$ cat src/rtl/dma_addr_ring_pkg.sv
// dma_addr_pkg: register map, CTRL/STATUS bit positions and the per-channel
// control record shared by the DMA address ring top level and its channels.
// Optional interrupt support is selected by the DMA_ADDR_RING_IRQ_EN macro.
package dma_addr_pkg;

  // Register offsets inside one channel's 4-word window.
  localparam logic [1:0] REG_BASE   = 2'd0;
  localparam logic [1:0] REG_STRIDE = 2'd1;
  localparam logic [1:0] REG_CTRL   = 2'd2;
  localparam logic [1:0] REG_STATUS = 2'd3;

  // CTRL bit positions.
  localparam int CTRL_EN_BIT     = 0;
  localparam int CTRL_IRQ_EN_BIT = 1;
  localparam int CTRL_NBUF_LSB   = 8;

  // STATUS bit positions (read and write views).
  localparam int STAT_RELEASE_BIT = 0;
  localparam int STAT_IDX_LSB     = 0;
  localparam int STAT_FILL_LSB    = 8;
  localparam int STAT_OVF_BIT     = 31;

  // Control fields are held at their widest legal size; only the low
  // ADDR_W / NBUF_W bits are ever written, so the rest stay zero.
  localparam int MAX_ADDR_W = 32;
  localparam int MAX_NBUF_W = 8;

  typedef struct packed {
    logic                  en;
    logic                  irq_en;
    logic [MAX_NBUF_W-1:0] nbuf_m1;
    logic [MAX_ADDR_W-1:0] base;
    logic [MAX_ADDR_W-1:0] stride;
  } ch_ctrl_t;

  // Width of the channel-select field; a single channel still gets one bit.
  function automatic int ch_sel_w(input int num_ch);
    return (num_ch > 1) ? $clog2(num_ch) : 1;
  endfunction

endpackage

$ cat src/rtl/dma_addr_ring_if.sv
// Avalon-MM slave port of the DMA address ring (software side).
interface dma_addr_ring_if #(
  parameter int NUM_CH = 2
);
  localparam int AW = $clog2(NUM_CH) + 2;

  logic [AW-1:0] avs_s0_address;
  logic          avs_s0_read;
  logic          avs_s0_write;
  logic [31:0]   avs_s0_writedata;
  logic [31:0]   avs_s0_readdata;

  modport master (
    output avs_s0_address, avs_s0_read, avs_s0_write, avs_s0_writedata,
    input  avs_s0_readdata
  );

  modport slave (
    input  avs_s0_address, avs_s0_read, avs_s0_write, avs_s0_writedata,
    output avs_s0_readdata
  );
endinterface

$ cat src/rtl/dma_addr_ring_ch.sv
// dma_ring_ch: ring state of one DMA channel (current address, write index,
// fill count and overflow flag). Addresses step by STRIDE with an adder and
// snap back to BASE on wrap, so no multiplier is needed.
module dma_ring_ch
  import dma_addr_pkg::*;
#(
  parameter int ADDR_W = 28,
  parameter int NBUF_W = 4
) (
  input  logic              clk,
  input  logic              reset_n,
  input  ch_ctrl_t          ctrl_i,
  input  logic              start_i,     // EN 0->1 write this cycle
  input  logic              release_i,   // STATUS write with RELEASE set
  input  logic              ovf_clr_i,   // STATUS write with OVF W1C set
  input  logic              buf_done_i,
  output logic [ADDR_W-1:0] addr_o,
  output logic [NBUF_W-1:0] wr_idx_o,
  output logic [NBUF_W:0]   fill_o,
  output logic              ovf_o
);

  localparam logic [NBUF_W:0]   FILL_ONE = 1;
  localparam logic [NBUF_W-1:0] IDX_ONE  = 1;

  logic [ADDR_W-1:0] addr_q, addr_d;
  logic [NBUF_W-1:0] idx_q, idx_d;
  logic [NBUF_W:0]   fill_q, fill_d;
  logic              ovf_q, ovf_d;

  logic [ADDR_W-1:0] base;
  logic [ADDR_W-1:0] stride;
  logic [NBUF_W-1:0] nbuf_m1;
  logic [NBUF_W:0]   depth;
  logic              full, rel_eff, done, advance, ovf_set;
  logic              unused_ctrl;

  assign base    = ctrl_i.base[ADDR_W-1:0];
  assign stride  = ctrl_i.stride[ADDR_W-1:0];
  assign nbuf_m1 = ctrl_i.nbuf_m1[NBUF_W-1:0];
  assign depth   = {1'b0, nbuf_m1} + FILL_ONE;
  // Upper control bits are always zero; fold them so they are not dangling.
  assign unused_ctrl = ^ctrl_i;

  assign full    = (fill_q >= depth);
  assign rel_eff = release_i && (fill_q != '0);
  assign done    = buf_done_i && ctrl_i.en;
  // A release landing with buf_done frees a slot, so even a full ring advances.
  assign advance = done && (!full || rel_eff);
  assign ovf_set = done && full && !rel_eff;

  // Next-state of the ring: restart on enable, otherwise advance/release/flag.
  always_comb begin
    addr_d = addr_q;
    idx_d  = idx_q;
    fill_d = fill_q;
    ovf_d  = ovf_q;
    if (start_i) begin
      addr_d = base;
      idx_d  = '0;
      fill_d = '0;
      ovf_d  = 1'b0;
    end else begin
      if (advance) begin
        if (idx_q == nbuf_m1) begin
          idx_d  = '0;
          addr_d = base;
        end else begin
          idx_d  = idx_q + IDX_ONE;
          addr_d = addr_q + stride;
        end
      end
      if (advance && !rel_eff) begin
        fill_d = fill_q + FILL_ONE;
      end else if (!advance && rel_eff) begin
        fill_d = fill_q - FILL_ONE;
      end
      // A fresh overflow wins over a simultaneous clear.
      if (ovf_set) begin
        ovf_d = 1'b1;
      end else if (ovf_clr_i) begin
        ovf_d = 1'b0;
      end
    end
  end

  // Ring state registers.
  always_ff @(posedge clk or negedge reset_n) begin
    if (!reset_n) begin
      addr_q <= '0;
      idx_q  <= '0;
      fill_q <= '0;
      ovf_q  <= 1'b0;
    end else begin
      addr_q <= addr_d;
      idx_q  <= idx_d;
      fill_q <= fill_d;
      ovf_q  <= ovf_d;
    end
  end

  assign addr_o   = addr_q;
  assign wr_idx_o = idx_q;
  assign fill_o   = fill_q;
  assign ovf_o    = ovf_q;

endmodule

$ cat src/rtl/dma_addr_ring.sv
// dma_addr_ring: multi-channel DMA buffer-ring address generator on an
// Avalon-MM slave. Holds per-channel control registers, decodes the bus,
// registers read data and reduces the interrupt.
// Optional feature macro: DMA_ADDR_RING_IRQ_EN (writable IRQ_EN and a driven
// irq); without it IRQ_EN reads 0 and irq is tied low.
module dma_addr_ring
  import dma_addr_pkg::*;
#(
  parameter int NUM_CH = 2,
  parameter int ADDR_W = 28,
  parameter int NBUF_W = 4
) (
  input  logic                     clk,
  input  logic                     reset_n,
  dma_addr_ring_if.slave           avs,
  input  logic [NUM_CH-1:0]        buf_done,
  output logic [NUM_CH*ADDR_W-1:0] dma_address,
  output logic                     irq
);

  localparam int CH_W = ch_sel_w(NUM_CH);
  localparam int AW   = $clog2(NUM_CH) + 2;

  logic [1:0]      reg_sel;
  logic [CH_W-1:0] ch_sel;
  logic [31:0]     rd_base   [NUM_CH];
  logic [31:0]     rd_stride [NUM_CH];
  logic [31:0]     rd_ctrl   [NUM_CH];
  logic [31:0]     rd_status [NUM_CH];
  logic [31:0]     rd_word;
  logic [31:0]     readdata_q;
  logic            unused_wdata;
`ifdef DMA_ADDR_RING_IRQ_EN
  logic [NUM_CH-1:0] irq_src;
  logic              irq_q;
`endif

  assign reg_sel = avs.avs_s0_address[1:0];
  // Only a handful of writedata bits are decoded; fold the rest.
  assign unused_wdata = ^avs.avs_s0_writedata;

  generate
    if (NUM_CH > 1) begin : g_chsel
      assign ch_sel = avs.avs_s0_address[AW-1:2];
    end else begin : g_chsel_one
      assign ch_sel = '0;
    end
  endgenerate

  generate
    for (genvar gi = 0; gi < NUM_CH; gi++) begin : g_ch
      ch_ctrl_t          ctrl_q;
      logic              wr_hit, start, release_p, ovf_clr;
      logic [ADDR_W-1:0] addr;
      logic [NBUF_W-1:0] wr_idx;
      logic [NBUF_W:0]   fill;
      logic              ovf;
      logic [31:0]       ctrl_word, status_word;

      assign wr_hit    = avs.avs_s0_write && (int'(ch_sel) == gi);
      assign start     = wr_hit && (reg_sel == REG_CTRL) &&
                         avs.avs_s0_writedata[CTRL_EN_BIT] && !ctrl_q.en;
      assign release_p = wr_hit && (reg_sel == REG_STATUS) &&
                         avs.avs_s0_writedata[STAT_RELEASE_BIT];
      assign ovf_clr   = wr_hit && (reg_sel == REG_STATUS) &&
                         avs.avs_s0_writedata[STAT_OVF_BIT];

      // Control registers; BASE/STRIDE are locked while the channel runs.
      always_ff @(posedge clk or negedge reset_n) begin
        if (!reset_n) begin
          ctrl_q <= '0;
        end else if (wr_hit) begin
          case (reg_sel)
            REG_BASE: begin
              if (!ctrl_q.en) ctrl_q.base <= MAX_ADDR_W'(avs.avs_s0_writedata[ADDR_W-1:0]);
            end
            REG_STRIDE: begin
              if (!ctrl_q.en) ctrl_q.stride <= MAX_ADDR_W'(avs.avs_s0_writedata[ADDR_W-1:0]);
            end
            REG_CTRL: begin
              ctrl_q.en      <= avs.avs_s0_writedata[CTRL_EN_BIT];
`ifdef DMA_ADDR_RING_IRQ_EN
              ctrl_q.irq_en  <= avs.avs_s0_writedata[CTRL_IRQ_EN_BIT];
`else
              ctrl_q.irq_en  <= 1'b0;
`endif
              ctrl_q.nbuf_m1 <= MAX_NBUF_W'(avs.avs_s0_writedata[CTRL_NBUF_LSB +: NBUF_W]);
            end
            default: ;
          endcase
        end
      end

      dma_ring_ch #(
        .ADDR_W (ADDR_W),
        .NBUF_W (NBUF_W)
      ) u_ch (
        .clk        (clk),
        .reset_n    (reset_n),
        .ctrl_i     (ctrl_q),
        .start_i    (start),
        .release_i  (release_p),
        .ovf_clr_i  (ovf_clr),
        .buf_done_i (buf_done[gi]),
        .addr_o     (addr),
        .wr_idx_o   (wr_idx),
        .fill_o     (fill),
        .ovf_o      (ovf)
      );

      // Pack CTRL and STATUS read views; undefined bits read as zero.
      always_comb begin
        ctrl_word = '0;
        ctrl_word[CTRL_EN_BIT]     = ctrl_q.en;
        ctrl_word[CTRL_IRQ_EN_BIT] = ctrl_q.irq_en;
        ctrl_word[CTRL_NBUF_LSB +: MAX_NBUF_W] = ctrl_q.nbuf_m1;
        status_word = '0;
        status_word[STAT_IDX_LSB +: NBUF_W]    = wr_idx;
        status_word[STAT_FILL_LSB +: NBUF_W+1] = fill;
        status_word[STAT_OVF_BIT]              = ovf;
      end

      assign rd_base[gi]   = ctrl_q.base;
      assign rd_stride[gi] = ctrl_q.stride;
      assign rd_ctrl[gi]   = ctrl_word;
      assign rd_status[gi] = status_word;
      assign dma_address[gi*ADDR_W +: ADDR_W] = addr;
`ifdef DMA_ADDR_RING_IRQ_EN
      assign irq_src[gi] = ctrl_q.irq_en && ((fill != '0) || ovf);
`endif
    end
  endgenerate

  // Read mux; a channel number beyond NUM_CH reads as zero.
  always_comb begin
    rd_word = '0;
    for (int i = 0; i < NUM_CH; i++) begin
      if (int'(ch_sel) == i) begin
        case (reg_sel)
          REG_BASE:   rd_word = rd_base[i];
          REG_STRIDE: rd_word = rd_stride[i];
          REG_CTRL:   rd_word = rd_ctrl[i];
          default:    rd_word = rd_status[i];
        endcase
      end
    end
  end

  // Read data register: loads on a read strobe, otherwise holds.
  always_ff @(posedge clk or negedge reset_n) begin
    if (!reset_n) begin
      readdata_q <= '0;
    end else if (avs.avs_s0_read) begin
      readdata_q <= rd_word;
    end
  end

  assign avs.avs_s0_readdata = readdata_q;

`ifdef DMA_ADDR_RING_IRQ_EN
  // Registered interrupt so it trails the ring state by one cycle.
  always_ff @(posedge clk or negedge reset_n) begin
    if (!reset_n) begin
      irq_q <= 1'b0;
    end else begin
      irq_q <= |irq_src;
    end
  end
  assign irq = irq_q;
`else
  assign irq = 1'b0;
`endif

endmodule

$ cat src/flat_wrapper.sv
// flat-port wrapper written by rule: the top's interface ports become plain ports
module dma_addr_ring_flat import dma_addr_pkg::*;
#(
  parameter int NUM_CH = 2,
  parameter int ADDR_W = 28,
  parameter int NBUF_W = 4
)
  (clk, reset_n, buf_done, dma_address, irq, avs_avs_s0_address, avs_avs_s0_read, avs_avs_s0_write, avs_avs_s0_writedata, avs_avs_s0_readdata);
  dma_addr_ring_if #(.NUM_CH(NUM_CH)) avs_i ();
  input  logic clk;
  input  logic reset_n;
  input  logic [NUM_CH-1:0] buf_done;
  output logic [NUM_CH*ADDR_W-1:0] dma_address;
  output logic irq;
  input wire logic [$bits(avs_i.avs_s0_address)-1:0] avs_avs_s0_address;
  input wire logic [$bits(avs_i.avs_s0_read)-1:0] avs_avs_s0_read;
  input wire logic [$bits(avs_i.avs_s0_write)-1:0] avs_avs_s0_write;
  input wire logic [$bits(avs_i.avs_s0_writedata)-1:0] avs_avs_s0_writedata;
  output wire logic [$bits(avs_i.avs_s0_readdata)-1:0] avs_avs_s0_readdata;
  assign avs_i.avs_s0_address = avs_avs_s0_address;
  assign avs_i.avs_s0_read = avs_avs_s0_read;
  assign avs_i.avs_s0_write = avs_avs_s0_write;
  assign avs_i.avs_s0_writedata = avs_avs_s0_writedata;
  assign avs_avs_s0_readdata = avs_i.avs_s0_readdata;
  dma_addr_ring #(.NUM_CH(NUM_CH), .ADDR_W(ADDR_W), .NBUF_W(NBUF_W)) u_core (.clk(clk), .reset_n(reset_n), .avs(avs_i), .buf_done(buf_done), .dma_address(dma_address), .irq(irq));
endmodule
$ cat config.mk
export PLATFORM = sky130hd
export DESIGN_NAME = dma_addr_ring_flat
export DESIGN_NICKNAME = d
export VERILOG_FILES = /design/src/rtl/dma_addr_ring_pkg.sv /design/src/rtl/dma_addr_ring_if.sv /design/src/rtl/dma_addr_ring_ch.sv /design/src/rtl/dma_addr_ring.sv /design/src/flat_wrapper.sv
export SDC_FILE = /design/constraint.sdc
export NUM_CORES = 1
export LEC_CHECK = 0
export ABC_AREA = 0
export ABC_CLOCK_PERIOD_IN_PS = 4680
export BUFFER_PORTS_ARGS = -buffer_cell sky130_fd_sc_hd__buf_2
export CAP_MARGIN = 20
export CORE_MARGIN = 3
export CORE_UTILIZATION = 60
export DETAILED_ROUTE_END_ITERATION = 7
export PLACE_DENSITY_LB_ADDON = 0.05
export SLEW_MARGIN = 20
export SYNTH_ARGS = -nofsm -noshare
export SYNTH_HDL_FRONTEND = slang
export SYNTH_SLANG_ARGS = --single-unit
$ cat constraint.sdc
create_clock -name clk -period 4.68 [get_ports clk]
set_input_delay 1.17 -clock clk [delete_from_list [all_inputs] [get_ports clk]]
set_output_delay 1.17 -clock clk [all_outputs]
set_load 0.05 [all_outputs]
==> flow_metrics.py <==
metrics = {
    "floorplanning": {
        "core-area_sq_um": 22000,
        "ios": 130,
        "die_w_microns": 156,
        "die_area_sq_um": 24400,
        "num_rows": 54,
        "initial_core_util_pct": 61.5,
        "die_y_microns": 156,
    },
    "synthesis": {
        "synth_top_area_cell": "dfrtp_1",
        "synthTopCellsByArea": "dfrtp_1, mux2_2, ha_1",
        "synth_top_area_share_pct": 41.9,
        "synth_warnings": 0,
        "ys_async_sr_fraction_pct": 100,
        "synthCells": 1331,
        "yosysSeqAreaShare_pct": 41.9,
        "synth_edf_count": 0,
        "avgSynthCellArea_sq_um": 10.2,
        "synthDistinctLibCells": 69,
        "ys_ff_latch": 227,
        "synth.cell_area_sq_um": 13500,
        "yosys_most_used_dff": "dfrtp_1",
    },
    "setup_path": {
        "cp-end-kind": "flop",
        "crit_fanout": 6,
        "worstPathRequired_ns": 5.12,
        "start_kind": "flop",
        "arrival_ns": 4.38,
        "worstSetupPathType": "reg -> reg",
    },
    "clock_network": {
        "post_cts_resized": 0,
        "postCtsHoldBufs": 0,
        "clock_latency_ns": 0.53,
        "cts_setup_buffers": 0,
        "cts.path.max_buffers": 3,
        "cts_tree": "yes",
        "clk_pin_slew_ns": 0.06,
        "htreeDepth": 1,
        "numCtsBuffers": 26,
        "cts_sinks": 227,
        "cts_root_buffer": "clkbuf_16",
    },
    "final_layout": {
        "nets": 1566,
        "synthToLayoutAreaGrowth_pct": 14.1,
        "final_cell_area_sq_um": 15500,
        "nFillCells": 1664,
        "multi_input_area_sq_um": 7370,
        "final_cell_mix": "dfrtp_1, nand2_1, buf_2",
        "layout_commonest_cell": "dfrtp_1",
        "final_layout_size_suffix_gt1_share_pct": 23.4,
        "register_area_sq_um": 5680,
        "fin_util_pct": 70.2,
    },
    "pwr": {
        "p_per_area_nw_per_um2": 733,
        "switchingPower_mw": 5.09,
        "clock_power_share_pct": 19.5,
        "switching_share_pct": 45.0,
        "p_int_mw": 6.24,
        "vdd_ir_drop_max_mv": 0.592,
        "power.leakage_nw": 7.26,
        "power_frac_seq_pct": 29.4,
        "p_total_mw": 11.3,
        "p_comb_share_pct": 51.1,
    },
    "hold_path": {
        "hp-class": "reg -> reg",
    },
    "placed_design": {
        "port_buffers": 122,
        "gp_congestion": 0.972,
        "postPlaceCellArea_sq_um": 14500,
        "dp.final_hpwl_microns": 27100,
    },
    "drt": {
        "vias_per_cell": 6.15,
        "drtIter0Drc": 732,
        "ant_nets": 0,
        "dr_total_vias": 10732,
        "totalWireLength_microns": 36900,
        "drtPass1Iterations": 5,
        "drc": 0,
        "wl_per_cell_microns": 21.1,
    },
    "sta": {
        "fin_skew_ns": 0.0126,
        "hold_violations": 0,
        "fmax_ghz": 0.254,
        "finalMaxSlewViolations": 0,
        "period_minus_slack_ns": 3.93,
        "slew_headroom_pct": 41.4,
        "fin_crit_sh_pct": 84.0,
        "setup_violations": 0,
        "rsz0062_at_grt": "false",
        "worst_pin_slew_ns": 0.880,
        "timing.setup.tns_ns": 0,
    },
    "global_route": {
        "antenna_found_initial": 4,
        "grt_usage_pct": 30.2,
        "grt.overflow.total": 0,
        "grt_pass1_vias": 10749,
        "grt_pass1_wl_microns": 57900,
        "grt_max_degree": 135,
    },
    "outcome": {
        "status": "completed",
    },
    "flow_run": {
        "maxCapViolCount": 0,
    },
}
==> critical path, cell delays in order (launching register included) <==
cell,delay [ns]
dfrtp_1,0.46
ha_1,0.32
inv_1,0.05
ha_1,0.28
a21o_1,0.16
a21o_1,0.16
a21oi_1,0.14
nor2b_1,0.10
o21ai_0,0.20
nor2b_1,0.30
ha_1,0.24
inv_1,0.11
fa_1,0.42
a21o_1,0.19
a21oi_1,0.17
xnor2_1,0.09
or3_1,0.31
a21oi_1,0.14
==> per-stage QoR <==
step                setup WS, ns  std cells  hold WS [ns]
detailed placement         0.750       1694         0.504
floorplan                  0.952       1334         0.449
finish                     0.748       1744         0.516
global placement           0.801       1694         0.492
global route               0.478       1743         0.529
CTS                        0.738       1742         0.520
==> Yosys cell counts (5+ instances only) <==
| library cell | instances |
|---|---|
| buf_2 | 10 |
| buf_1 | 5 |
| o22ai_1 | 23 |
| nand3_1 | 32 |
| mux4_2 | 23 |
| dfrtp_1 | 227 |
| mux2i_1 | 34 |
| a211oi_1 | 7 |
| mux2_1 | 8 |
| o21ai_1 | 19 |
| nor2b_1 | 10 |
| nor2_1 | 86 |
| mux2_2 | 113 |
| xor2_1 | 18 |
| o211ai_1 | 18 |
| a31oi_1 | 26 |
| and2_1 | 6 |
| and3_1 | 10 |
| ha_1 | 78 |
| a21o_1 | 35 |
| xnor2_1 | 47 |
| nor3_1 | 7 |
| inv_1 | 74 |
| o21ai_0 | 58 |
| clkbuf_1 | 45 |
| buf_4 | 5 |
| a21oi_1 | 86 |
| nand2b_1 | 12 |
| nand4_1 | 6 |
| o21bai_1 | 5 |
| o2111ai_1 | 5 |
| nand2_1 | 125 |
==> sequential cells by signal, summed over array words and instances, names as in the netlist <==
register                    count
u_core.g_ch.u_ch.fill_o        10
u_core.g_ch.u_ch.wr_idx_o       8
u_core.g_ch.ctrl_q            122
u_core.g_ch.u_ch.ovf_o          2
u_core.avs.avs_s0_readdata     29
u_core.g_ch.u_ch.addr_o        56
==> cell type report <==
type	instances	share of cell area (%)
Clock buffer	36	4.91
Antenna cell	1	0.0162
Sequential cell	227	36.7
Inverter	75	1.82
Clock inverter	12	1.16
Timing Repair Buffer	146	5.39
Multi-Input combinational cell	967	47.7
Tap cell	280	2.27
==> final timing paths <==
check	end	depth (start not counted)	slack [ns]	start
hold / removal	u_core.g_ch[0].u_ch.addr_o[24]	2	0.52	u_core.g_ch[0].u_ch.addr_o[24]
max in group asynchronous	u_core.g_ch[1].ctrl_q[23]	3	2.93	reset_n
min in group asynchronous	u_core.g_ch[0].u_ch.fill_o[1]	1	0.54	reset_n
setup / recovery	u_core.g_ch[1].u_ch.fill_o[4]	17	0.75	u_core.g_ch[1].ctrl_q[64]
setup reg to reg	u_core.g_ch[1].u_ch.fill_o[4]	17	0.75	u_core.g_ch[1].ctrl_q[64]
hold reg to reg	u_core.g_ch[0].u_ch.addr_o[24]	2	0.52	u_core.g_ch[0].u_ch.addr_o[24]
==> metal layers <==
| layer | part of all wire, % | global-route usage (%) | vias up |
|---|---|---|---|
| met5 | 0.11 | 0 | - |
| met4 | 4.2 | 11.2 | 6 |
| met3 | 4.9 | 3.76 | 98 |
| met2 | 49 | 52.5 | 325 |
| met1 | 41 | 39.0 | 5285 |
| li1 | - | - | 5018 |
==> power groups by stage <==
| stage | Combinational (mW) | Sequential, mW | Clock (mW) |
|---|---|---|---|
| after detailed placement | 5.73 | 3.36 | 0 |
| after global routing | 6.38 | 3.41 | 2.31 |
| after global placement | 5.61 | 3.35 | 0 |
| final | 5.79 | 3.33 | 2.21 |
| after CTS | 5.78 | 3.33 | 2.23 |
| after floorplan | 3.63 | 4.01 | 0 |
==> cell families (layout without fill, tap and decap cells) <==
| group | Yosys count | count (layout) | share of synthesized area (%) |
|---|---|---|---|
| XOR/XNOR | 65 | 65 | 4.20 |
| multiplexers | 178 | 178 | 16.4 |
| other | 1 | 5 | 0.0277 |
| flip-flops | 227 | 227 | 41.9 |
| buffers and inverters | 140 | 269 | 4.11 |
| AO/OA/AOI/OAI | 323 | 323 | 15.0 |
| adder cells (fa/ha/maj) | 82 | 82 | 7.80 |
| AND/OR/NAND/NOR | 315 | 315 | 10.5 |
Power figures use the tool's default switching activity.
